`src/rtl/sevenseg_scan_pkg.sv`:
```
// Shared constants and types for the multiplexed four-digit seven-segment scanner.
package sevenseg_scan_pkg;

    localparam int unsigned NDIG  = 4;
    localparam int unsigned NIB_W = 4;
    localparam int unsigned SEG_W = 7;
    localparam int unsigned VAL_W = NDIG * NIB_W;

    localparam logic [SEG_W-1:0] SEG_BLANK = 7'h7F;
    localparam logic [NDIG-1:0]  AN_OFF    = 4'hF;

    // Active-low {g,f,e,d,c,b,a} patterns for hex digits 0..F
    localparam logic [SEG_W-1:0] SEG_HEX [16] = '{
        7'b1000000, 7'b1111001, 7'b0100100, 7'b0110000,
        7'b0011001, 7'b0010010, 7'b0000010, 7'b1111000,
        7'b0000000, 7'b0010000, 7'b0001000, 7'b0000011,
        7'b1000110, 7'b0100001, 7'b0000110, 7'b0001110
    };

    typedef struct packed {
        logic [NDIG-1:0]  en;
        logic [NDIG-1:0]  dp;
        logic [VAL_W-1:0] value;
    } disp_t;

    typedef enum logic {
        ST_BLANK = 1'b0,
        ST_ON    = 1'b1
    } state_t;

endpackage

```
`src/rtl/sevenseg_scan_if.sv`:
```
// Data/display bundle of the scanner; brightness exists only when SEVSEG_PWM_EN is defined.
interface sevenseg_scan_if;

    logic [15:0] value;
    logic [3:0]  dp_in;
    logic [3:0]  digit_en;
    logic        load;
`ifdef SEVSEG_PWM_EN
    logic [3:0]  brightness;
`endif
    logic [6:0]  seg;
    logic        dp;
    logic [3:0]  an;
    logic        frame;

`ifdef SEVSEG_PWM_EN
    modport master (output value, dp_in, digit_en, load, brightness,
                    input  seg, dp, an, frame);
    modport slave  (input  value, dp_in, digit_en, load, brightness,
                    output seg, dp, an, frame);
`else
    modport master (output value, dp_in, digit_en, load,
                    input  seg, dp, an, frame);
    modport slave  (input  value, dp_in, digit_en, load,
                    output seg, dp, an, frame);
`endif

endinterface

```
`src/rtl/sevenseg_hex_decode.sv`:
```
// Combinational hex nibble to active-low seven-segment pattern.
module sevenseg_hex_decode
    import sevenseg_scan_pkg::*;
(
    input  logic [NIB_W-1:0] hex,
    output logic [SEG_W-1:0] seg_c
);

    always_comb seg_c = SEG_HEX[hex];

endmodule

```
`src/rtl/sevenseg_scan.sv`:
```
// Four-digit seven-segment scanner with per-slot blanking and tear-free frame updates.
// Optional PWM dimming via brightness when SEVSEG_PWM_EN is defined.
module sevenseg_scan
    import sevenseg_scan_pkg::*;
#(
    parameter int unsigned PRESCALE_W = 16,
    parameter int unsigned BLANK_CYC  = 256
) (
    input logic            clk,
    input logic            rst,
    sevenseg_scan_if.slave bus
);

    localparam logic [PRESCALE_W-1:0] CNT_MAX   = '1;
    localparam logic [PRESCALE_W-1:0] BLANK_LIM = PRESCALE_W'(BLANK_CYC);
    localparam logic [1:0]            DIG_LAST  = 2'(NDIG - 1);

    logic [PRESCALE_W-1:0] cnt_q, cnt_d;
    logic [1:0]            d_q, d_d;
    state_t                state_q, state_d;
    disp_t                 pend_q, pend_d;
    disp_t                 disp_q, disp_d;
    logic [SEG_W-1:0]      seg_q, seg_d;
    logic                  dp_q, dp_d;
    logic [NDIG-1:0]       an_q, an_d;
    logic                  frame_q, frame_d;

    logic [NIB_W-1:0]      nib_c;
    logic [SEG_W-1:0]      dec_seg_c;
    logic                  pwm_ok_c;

    assign nib_c = disp_q.value[{d_q, 2'b00} +: NIB_W];

    sevenseg_hex_decode u_dec (
        .hex   (nib_c),
        .seg_c (dec_seg_c)
    );

`ifdef SEVSEG_PWM_EN
    assign pwm_ok_c = (cnt_q[3:0] <= bus.brightness);
`else
    assign pwm_ok_c = 1'b1;
`endif

    always_ff @(posedge clk) begin
        if (rst) begin
            cnt_q   <= '0;
            d_q     <= '0;
            state_q <= ST_BLANK;
            pend_q  <= '0;
            disp_q  <= '0;
            seg_q   <= SEG_BLANK;
            dp_q    <= 1'b1;
            an_q    <= AN_OFF;
            frame_q <= 1'b0;
        end else begin
            cnt_q   <= cnt_d;
            d_q     <= d_d;
            state_q <= state_d;
            pend_q  <= pend_d;
            disp_q  <= disp_d;
            seg_q   <= seg_d;
            dp_q    <= dp_d;
            an_q    <= an_d;
            frame_q <= frame_d;
        end
    end

    always_comb begin
        cnt_d   = cnt_q + PRESCALE_W'(1);
        d_d     = d_q;
        pend_d  = pend_q;
        disp_d  = disp_q;
        frame_d = 1'b0;
        seg_d   = SEG_BLANK;
        dp_d    = 1'b1;
        an_d    = AN_OFF;

        // Display takes the pending copy as it stood before any same-cycle load
        if (cnt_q == CNT_MAX) begin
            d_d = d_q + 2'd1;
            if (d_q == DIG_LAST) begin
                disp_d  = pend_q;
                frame_d = 1'b1;
            end
        end

        if (bus.load) begin
            pend_d.en    = bus.digit_en;
            pend_d.dp    = bus.dp_in;
            pend_d.value = bus.value;
        end

        state_d = (cnt_d < BLANK_LIM) ? ST_BLANK : ST_ON;

        case (state_q)
            ST_ON: begin
                if (disp_q.en[d_q] && pwm_ok_c) begin
                    an_d  = ~(4'b0001 << d_q);
                    seg_d = dec_seg_c;
                    dp_d  = ~disp_q.dp[d_q];
                end
            end
            default: ;
        endcase
    end

    assign bus.seg   = seg_q;
    assign bus.dp    = dp_q;
    assign bus.an    = an_q;
    assign bus.frame = frame_q;

endmodule

```
`src/flat_wrapper.sv`:
```
// flat-port wrapper written by rule: the top's interface ports become plain ports
module sevenseg_scan_flat import sevenseg_scan_pkg::*;
#(
    parameter int unsigned PRESCALE_W = 16,
    parameter int unsigned BLANK_CYC  = 256
)
  (clk, rst, bus_value, bus_dp_in, bus_digit_en, bus_load, bus_seg, bus_dp, bus_an, bus_frame);
  sevenseg_scan_if bus_i ();
  input logic clk;
  input logic rst;
  input wire logic [$bits(bus_i.value)-1:0] bus_value;
  input wire logic [$bits(bus_i.dp_in)-1:0] bus_dp_in;
  input wire logic [$bits(bus_i.digit_en)-1:0] bus_digit_en;
  input wire logic [$bits(bus_i.load)-1:0] bus_load;
  output wire logic [$bits(bus_i.seg)-1:0] bus_seg;
  output wire logic [$bits(bus_i.dp)-1:0] bus_dp;
  output wire logic [$bits(bus_i.an)-1:0] bus_an;
  output wire logic [$bits(bus_i.frame)-1:0] bus_frame;
  assign bus_i.value = bus_value;
  assign bus_i.dp_in = bus_dp_in;
  assign bus_i.digit_en = bus_digit_en;
  assign bus_i.load = bus_load;
  assign bus_seg = bus_i.seg;
  assign bus_dp = bus_i.dp;
  assign bus_an = bus_i.an;
  assign bus_frame = bus_i.frame;
  sevenseg_scan #(.PRESCALE_W(PRESCALE_W), .BLANK_CYC(BLANK_CYC)) u_core (.clk(clk), .rst(rst), .bus(bus_i));
endmodule
```
`config.mk`:
```
export PLATFORM = sky130hd
export DESIGN_NAME = sevenseg_scan_flat
export DESIGN_NICKNAME = d
export VERILOG_FILES = /design/src/rtl/sevenseg_scan_pkg.sv /design/src/rtl/sevenseg_scan_if.sv /design/src/rtl/sevenseg_hex_decode.sv /design/src/rtl/sevenseg_scan.sv /design/src/flat_wrapper.sv
export SDC_FILE = /design/constraint.sdc
export NUM_CORES = 1
export LEC_CHECK = 0
export CORE_MARGIN = 5
export CORE_UTILIZATION = 35
export DETAILED_ROUTE_END_ITERATION = 6
export SLEW_MARGIN = 20
export SYNTH_ARGS = -nofsm -noshare
export SYNTH_HDL_FRONTEND = slang
export SYNTH_HIERARCHICAL = 1
export SYNTH_SLANG_ARGS = --single-unit
```
`constraint.sdc`:
```
create_clock -name clk -period 2 [get_ports clk]
set_input_delay 0.4 -clock clk [delete_from_list [all_inputs] [get_ports clk]]
set_output_delay 0.4 -clock clk [all_outputs]
set_load 0.005 [all_outputs]
```
== After elaboration in Yosys (flattened, before gate mapping) ==
Memories as Yosys holds them, arrays and structs flattened. A register that Yosys moved wholly into a read port is not among the register bits.
Cells that the tools add are included.
Widths: inputs -> output; s select.

* Flip-flop bits (word level): 73
* Bits in read-only memories: 112
* Output and inout port bits: 13
* Word-level logic and storage cells: 36
* Memories kept: 1

{| class="wikitable"
|+ Memory list
! name !! words !! width !! read ports !! clocked after Yosys merged registers in !! write ports !! RTL line !! source
|-
| (no name shown) || 16 || 7 || 1 || 1 || 0 || sevenseg_hex_decode.sv:9 || <nowiki>always_comb seg_c = SEG_HEX[hex];</nowiki>
|}

* Add/subtract/negate cells: 2
* $lt $le $gt $ge: 2
* Equality and inequality tests: 2
* Shifts and indexed selects: 2
* Mux-type cells: 6
* Bitwise logic cells: 6
* Reductions and logical operators: 3

{| class="wikitable"
|+ Operators with widths
! cell !! number
|-
| $add 16x1->16 const B || 1
|-
| $eq 16x16->1 const B || 1
|-
| $lt 16x9->1 const B || 1
|-
| $shiftx 16x5->4 || 1
|-
| $not 4->5 || 1
|-
| $bmux 1 s2 || 2
|-
| $mux 1 || 4
|-
| $not 1->1 || 4
|-
| $not 4->4 || 1
|-
| $shl 1x2->4 const A || 1
|-
| $lt 2x3->1 const B || 1
|-
| $reduce_or 3->1 || 1
|-
| $add 2x1->2 const B || 1
|-
| $eq 2x2->1 const B || 1
|-
| $reduce_and 2->1 || 1
|-
| $reduce_or 2->1 || 1
|}

== Logic depth before layout (Yosys ltp) ==
* Depth in word-level cells: 4
* Gate-level depth with buffers: 9
* Depth with buffers taken out: 7

== Modules after synthesis ==
The synthesis kept the hierarchy.

{| class="wikitable"
|+ By module, submodules not included
! module !! times used !! cells an instance !! area each (um^2)
|-
| sevenseg_scan || 1 || 300 || 3141.8
|-
| sevenseg_hex_decode || 1 || 35 || 247.7
|}

== Worst setup path before layout ==
No wires, ideal clock.

* Path kind: register to register
* From: register u_core.d_q[0]
* To: register u_core.seg_q[3] (netlist: u_core/bus.seg[3])
* Library setup time: 0.126 ns
* Arrival time: 1.965 ns
* Data required time: 1.874 ns
* Setup slack: -0.091 ns
* Cell stages (with the launch flop): 8
* Buffers on the path: 1
* Cell sequence: dfxtp_1 -> buf_2 -> mux4_2 -> ha_1 -> or2_2 -> a21oi_1 -> a31oi_1 -> nand2b_1

{| class="wikitable"
|+ RTL lines
! item !! RTL line !! source
|-
| from (decl) || sevenseg_scan.sv:19 || <nowiki>logic [1:0] d_q, d_d;</nowiki>
|-
| from (signal assigned) || sevenseg_scan.sv:48 || <nowiki>d_q <= '0;</nowiki>
|-
| from (signal assigned) || sevenseg_scan.sv:58 || <nowiki>d_q <= d_d;</nowiki>
|-
| $shiftx 16x5->4 || sevenseg_scan.sv:32 || <nowiki>assign nib_c = disp_q.value[{d_q, 2'b00} +: NIB_W];</nowiki>
|-
| via u_core.nib_c[0] || sevenseg_scan.sv:28 || <nowiki>logic [NIB_W-1:0] nib_c;</nowiki>
|-
| $not 4->5 (implied by the code) || sevenseg_hex_decode.sv:9 ||
|-
| to (decl) || sevenseg_scan.sv:23 || <nowiki>logic [SEG_W-1:0] seg_q, seg_d;</nowiki>
|}

The timed path passes the listed nets, and every way through them passes these cells. The select of a mux whose other input is x is not followed.
A chain may end at the register's enable or synchronous reset.

== Worst setup path after layout ==
Ends and elaborated chain as after synthesis.

==> reports/metrics.cfg <==
[status]
status=completed

[synthesis]
post_synth_num_cell_types=35
number_of_enable_flip_flop_cells_after_synthesis=0
netlist_area_sq_um=3390
synth.yosys.seq_area_share_pct=47.2
synthFlopType=sky130_fd_sc_hd__dfxtp_1
area_fraction_of_the_dominant_cell_type_after_synthesis_pct=47.2
synth.cells.most_frequent=sky130_fd_sc_hd__dfxtp_1, sky130_fd_sc_hd__nor2_1, sky130_fd_sc_hd__mux2i_1
cell_types_with_the_largest_area_share_after_synthesis=sky130_fd_sc_hd__dfxtp_1, sky130_fd_sc_hd__mux2i_1, sky130_fd_sc_hd__nor2_1
yosys.cell_count.top_type=sky130_fd_sc_hd__dfxtp_1
synth_async_sr_flop_share_pct=0
number_of_standard_cells_after_synthesis=335
synth.ff_latch_count=80
syn_avg_cell_area_sq_um=10.1
synth.yosys.warnings=6
postSynthNetCount=374
yosys.area.top_type=sky130_fd_sc_hd__dfxtp_1

[setup_path]
path_class=register to register
kind_of_capture_point_of_the_worst_setup_path=register
worst_path_bufs_invs=0
regToRegEndpoint=u_core/bus.seg[3]$_SDFF_PP1_
crit_path_max_fanout=6
reg2regPathDepth=6
worst_path_dominant_cell_family=multiplexers
slowest_stage=sky130_fd_sc_hd__mux4_2
critPathLaunchType=register
timing.rr.start=u_core/d_q[0]$_SDFFE_PP0N_
cp_required_ns=2.24
timing.critical_path.arrival_ns=2.12
timing.reg2reg.setup_slack_ns=0.13
cp_cell_sequence=mux4_2, ha_1, or2_2, a21oi_1, a31oi_1, nand2b_1
critical_path.max_stage_delay_ns=0.57

[sta]
final-hold-violation-count=0
timing.max_slew.rel_slack_pct=80.2
min_cycle_time_layout_ns=1.87
timing.final.setup_violations=0
timing_max_transition_violations_final=0
layout_worst_path_cycle_share_pct=93.7
slew_at_the_pin_closest_to_its_max_slew_limit_ns=0.297
skew_ns=0.0136
setup_slack_ns=0.125
max_clock_freq_mhz=533

[clock_network]
htree_num_levels=3
clock_tree_from_tritoncts=built
cts.clk_slew.worst_paths_ns=0.09
postCtsHoldBufs=0
clock_sink_count=80
max-clock-path-buffers=2
clock-root-buffer=sky130_fd_sc_hd__clkbuf_8
clk_latency_ns=0.35
cts_made_buffers=9

[die]
die_height_um=108
core-area_sq_um=9590
design.portCount=40
chipWidth_um=108
floorplan.initialDensity_pct=35.3
placementRows=36
die_area_sq_um=11800

[worst_hold_path]
worst_hold_path.num_cells=1
min-delay-path-class=register to register
min_from=u_core/cnt_q[0]$_SDFF_PP0_
hold-path-endpoint=u_core/cnt_q[0]$_SDFF_PP0_

[drt]
drtIter0Drc=174
vias=2354
route.final.wire_length_mm=6.25
drt_pre_antenna_iters=4
post_drt_wl_per_cell_um=12.2
drt-vias-per-instance=4.59
antenna_violating_nets_left=0
number_of_remaining_drc_errors=0

[final_layout]
diodes_inserted=0
layout-drive-gt1-share_pct=10.8
area_growth_pct=21.3
layout_utilization_pct=42.9
fin_nets=414

[global_route]
grt_usage_pct=11.3
grt_overflow=0
grt_antenna_before_repair=0
vias_in_the_first_global_route=2207
grt_pass1_wl_mm=10.5
grt_start_max_net_pins=69

[placement]
buffer_ports.inserted=39
pre_cts_slack_ns=0.0465
placed_wire_length_estimate_mm=4.35
routabilityCongestion=0.803

[pwr]
design_power_total_mw=2.90
powerDensity_nw_per_um2=704
vdd_drop_max_v=0.000349
static-leakage-power_nw=1.54

[run]
maxCapViolations=0

-- state kept, by name, indices dropped and copies added, names as in the netlist --
signal / flops
u_core/disp_q: 24
u_core/pend_q: 24
u_core/bus.dp: 1
u_core/state_q: 1
u_core/bus.frame: 1
u_core/bus.seg: 7
u_core/d_q: 2
u_core/cnt_q: 16
u_core/bus.an: 4
-- logic make-up (layout without fill, tap and decap cells) --
group	Yosys count	in the layout	synth area share (%)
AND/OR/NAND/NOR	121	121	16.2
flip-flops	80	80	47.3
multiplexers	60	60	19.6
buffers and inverters	27	72	4.80
AO/OA/AOI/OAI	18	18	3.29
XOR/XNOR	17	17	4.39
adder cells (fa/ha/maj)	12	12	4.43
-- power by group --
| group | switching, mW | internal, mW |
|---|---|---|
| sequential | 0.0198 | 1.63 |
| combinational | 0.0610 | 0.0858 |
| clock | 0.632 | 0.472 |
| total | 0.713 | 2.18 |
-- worst max-delay path by stage --
| stage | slack (ns) | to | from | depth (start not counted) |
|---|---|---|---|---|
| 2_1_floorplan | 0.005 | u_core/bus.seg[3]$_SDFF_PP1_ | u_core/d_q[0]$_SDFFE_PP0N_ | 7 |
| 5_1_grt | -0.0009 | u_core/bus.seg[3]$_SDFF_PP1_ | u_core/d_q[0]$_SDFFE_PP0N_ | 6 |
| 4_1_cts | 0.03 | u_core/bus.seg[3]$_SDFF_PP1_ | u_core/d_q[0]$_SDFFE_PP0N_ | 8 |
| 3_3_place_gp | 0.11 | u_core/bus.seg[3]$_SDFF_PP1_ | u_core/d_q[0]$_SDFFE_PP0N_ | 6 |
| 6_report | 0.13 | u_core/bus.seg[3]$_SDFF_PP1_ | u_core/d_q[0]$_SDFFE_PP0N_ | 6 |
| 3_5_place_dp | 0.05 | u_core/bus.seg[3]$_SDFF_PP1_ | u_core/d_q[0]$_SDFFE_PP0N_ | 8 |
-- final cells by class --
| type | count | area (sq um) |
|---|---|---|
| Tap cell | 133 | 166 |
| Clock inverter | 7 | 61.3 |
| Clock buffer | 9 | 124 |
| Fill cell | 921 | 5480 |
| Timing Repair Buffer | 51 | 513 |
| Sequential cell | 80 | 1600 |
| Inverter | 5 | 18.8 |
| Multi-Input combinational cell | 228 | 1630 |
-- cell usage in the layout, fill, tap and decap left out, types with 2 or more instances in the layout --
cell and instances:
sky130_fd_sc_hd__a21oi_1 2, sky130_fd_sc_hd__and3_1 8, sky130_fd_sc_hd__and4_1 2, sky130_fd_sc_hd__buf_12 3
sky130_fd_sc_hd__buf_4 9, sky130_fd_sc_hd__clkbuf_8 9, sky130_fd_sc_hd__clkdlybuf4s50_1 38, sky130_fd_sc_hd__clkinv_4 2
sky130_fd_sc_hd__clkinvlp_4 2, sky130_fd_sc_hd__dfxtp_1 79, sky130_fd_sc_hd__ha_1 12, sky130_fd_sc_hd__inv_1 4
sky130_fd_sc_hd__inv_6 2, sky130_fd_sc_hd__mux2_2 2, sky130_fd_sc_hd__mux2i_1 53, sky130_fd_sc_hd__mux4_2 5
sky130_fd_sc_hd__nand2_1 16, sky130_fd_sc_hd__nand2b_1 10, sky130_fd_sc_hd__nand3_1 7, sky130_fd_sc_hd__nand4_1 5
sky130_fd_sc_hd__nor2_1 68, sky130_fd_sc_hd__o21ai_0 4, sky130_fd_sc_hd__o21ai_1 2, sky130_fd_sc_hd__o22ai_1 3
sky130_fd_sc_hd__o31ai_1 2, sky130_fd_sc_hd__or2_2 2, sky130_fd_sc_hd__xnor2_1 9, sky130_fd_sc_hd__xor2_1 8
-- metal layers --
| metal | vias to the layer above | GRT usage [%] | routed length, um |
|---|---|---|---|
| met4 | 0 | 5.68 | 81 |
| met1 | 1089 | 15.6 | 3160 |
| met5 | - | 0 | 0 |
| met3 | 5 | 2.45 | 277 |
| li1 | 1211 | - | - |
| met2 | 49 | 16.5 | 2730 |
-- what timing repair did --
action	4_1_cts	5_1_grt
gates resized for setup	0	2
setup buffers	0	1
endpoints found under the setup margin	0	5
-- stage by stage --
step / hold WS [ns] / instances / setup TNS (ns) / instance area [sq um]
floorplan: 0.413 / 335 / 0 / 3400
global placement: 0.423 / 496 / 0 / 3920
detailed placement: 0.432 / 496 / 0 / 3920
CTS: 0.445 / 512 / 0 / 4100
global route: 0.463 / 513 / -0.000946 / 4110
finish: 0.441 / 513 / 0 / 4110
Power figures use the tool's default switching activity.
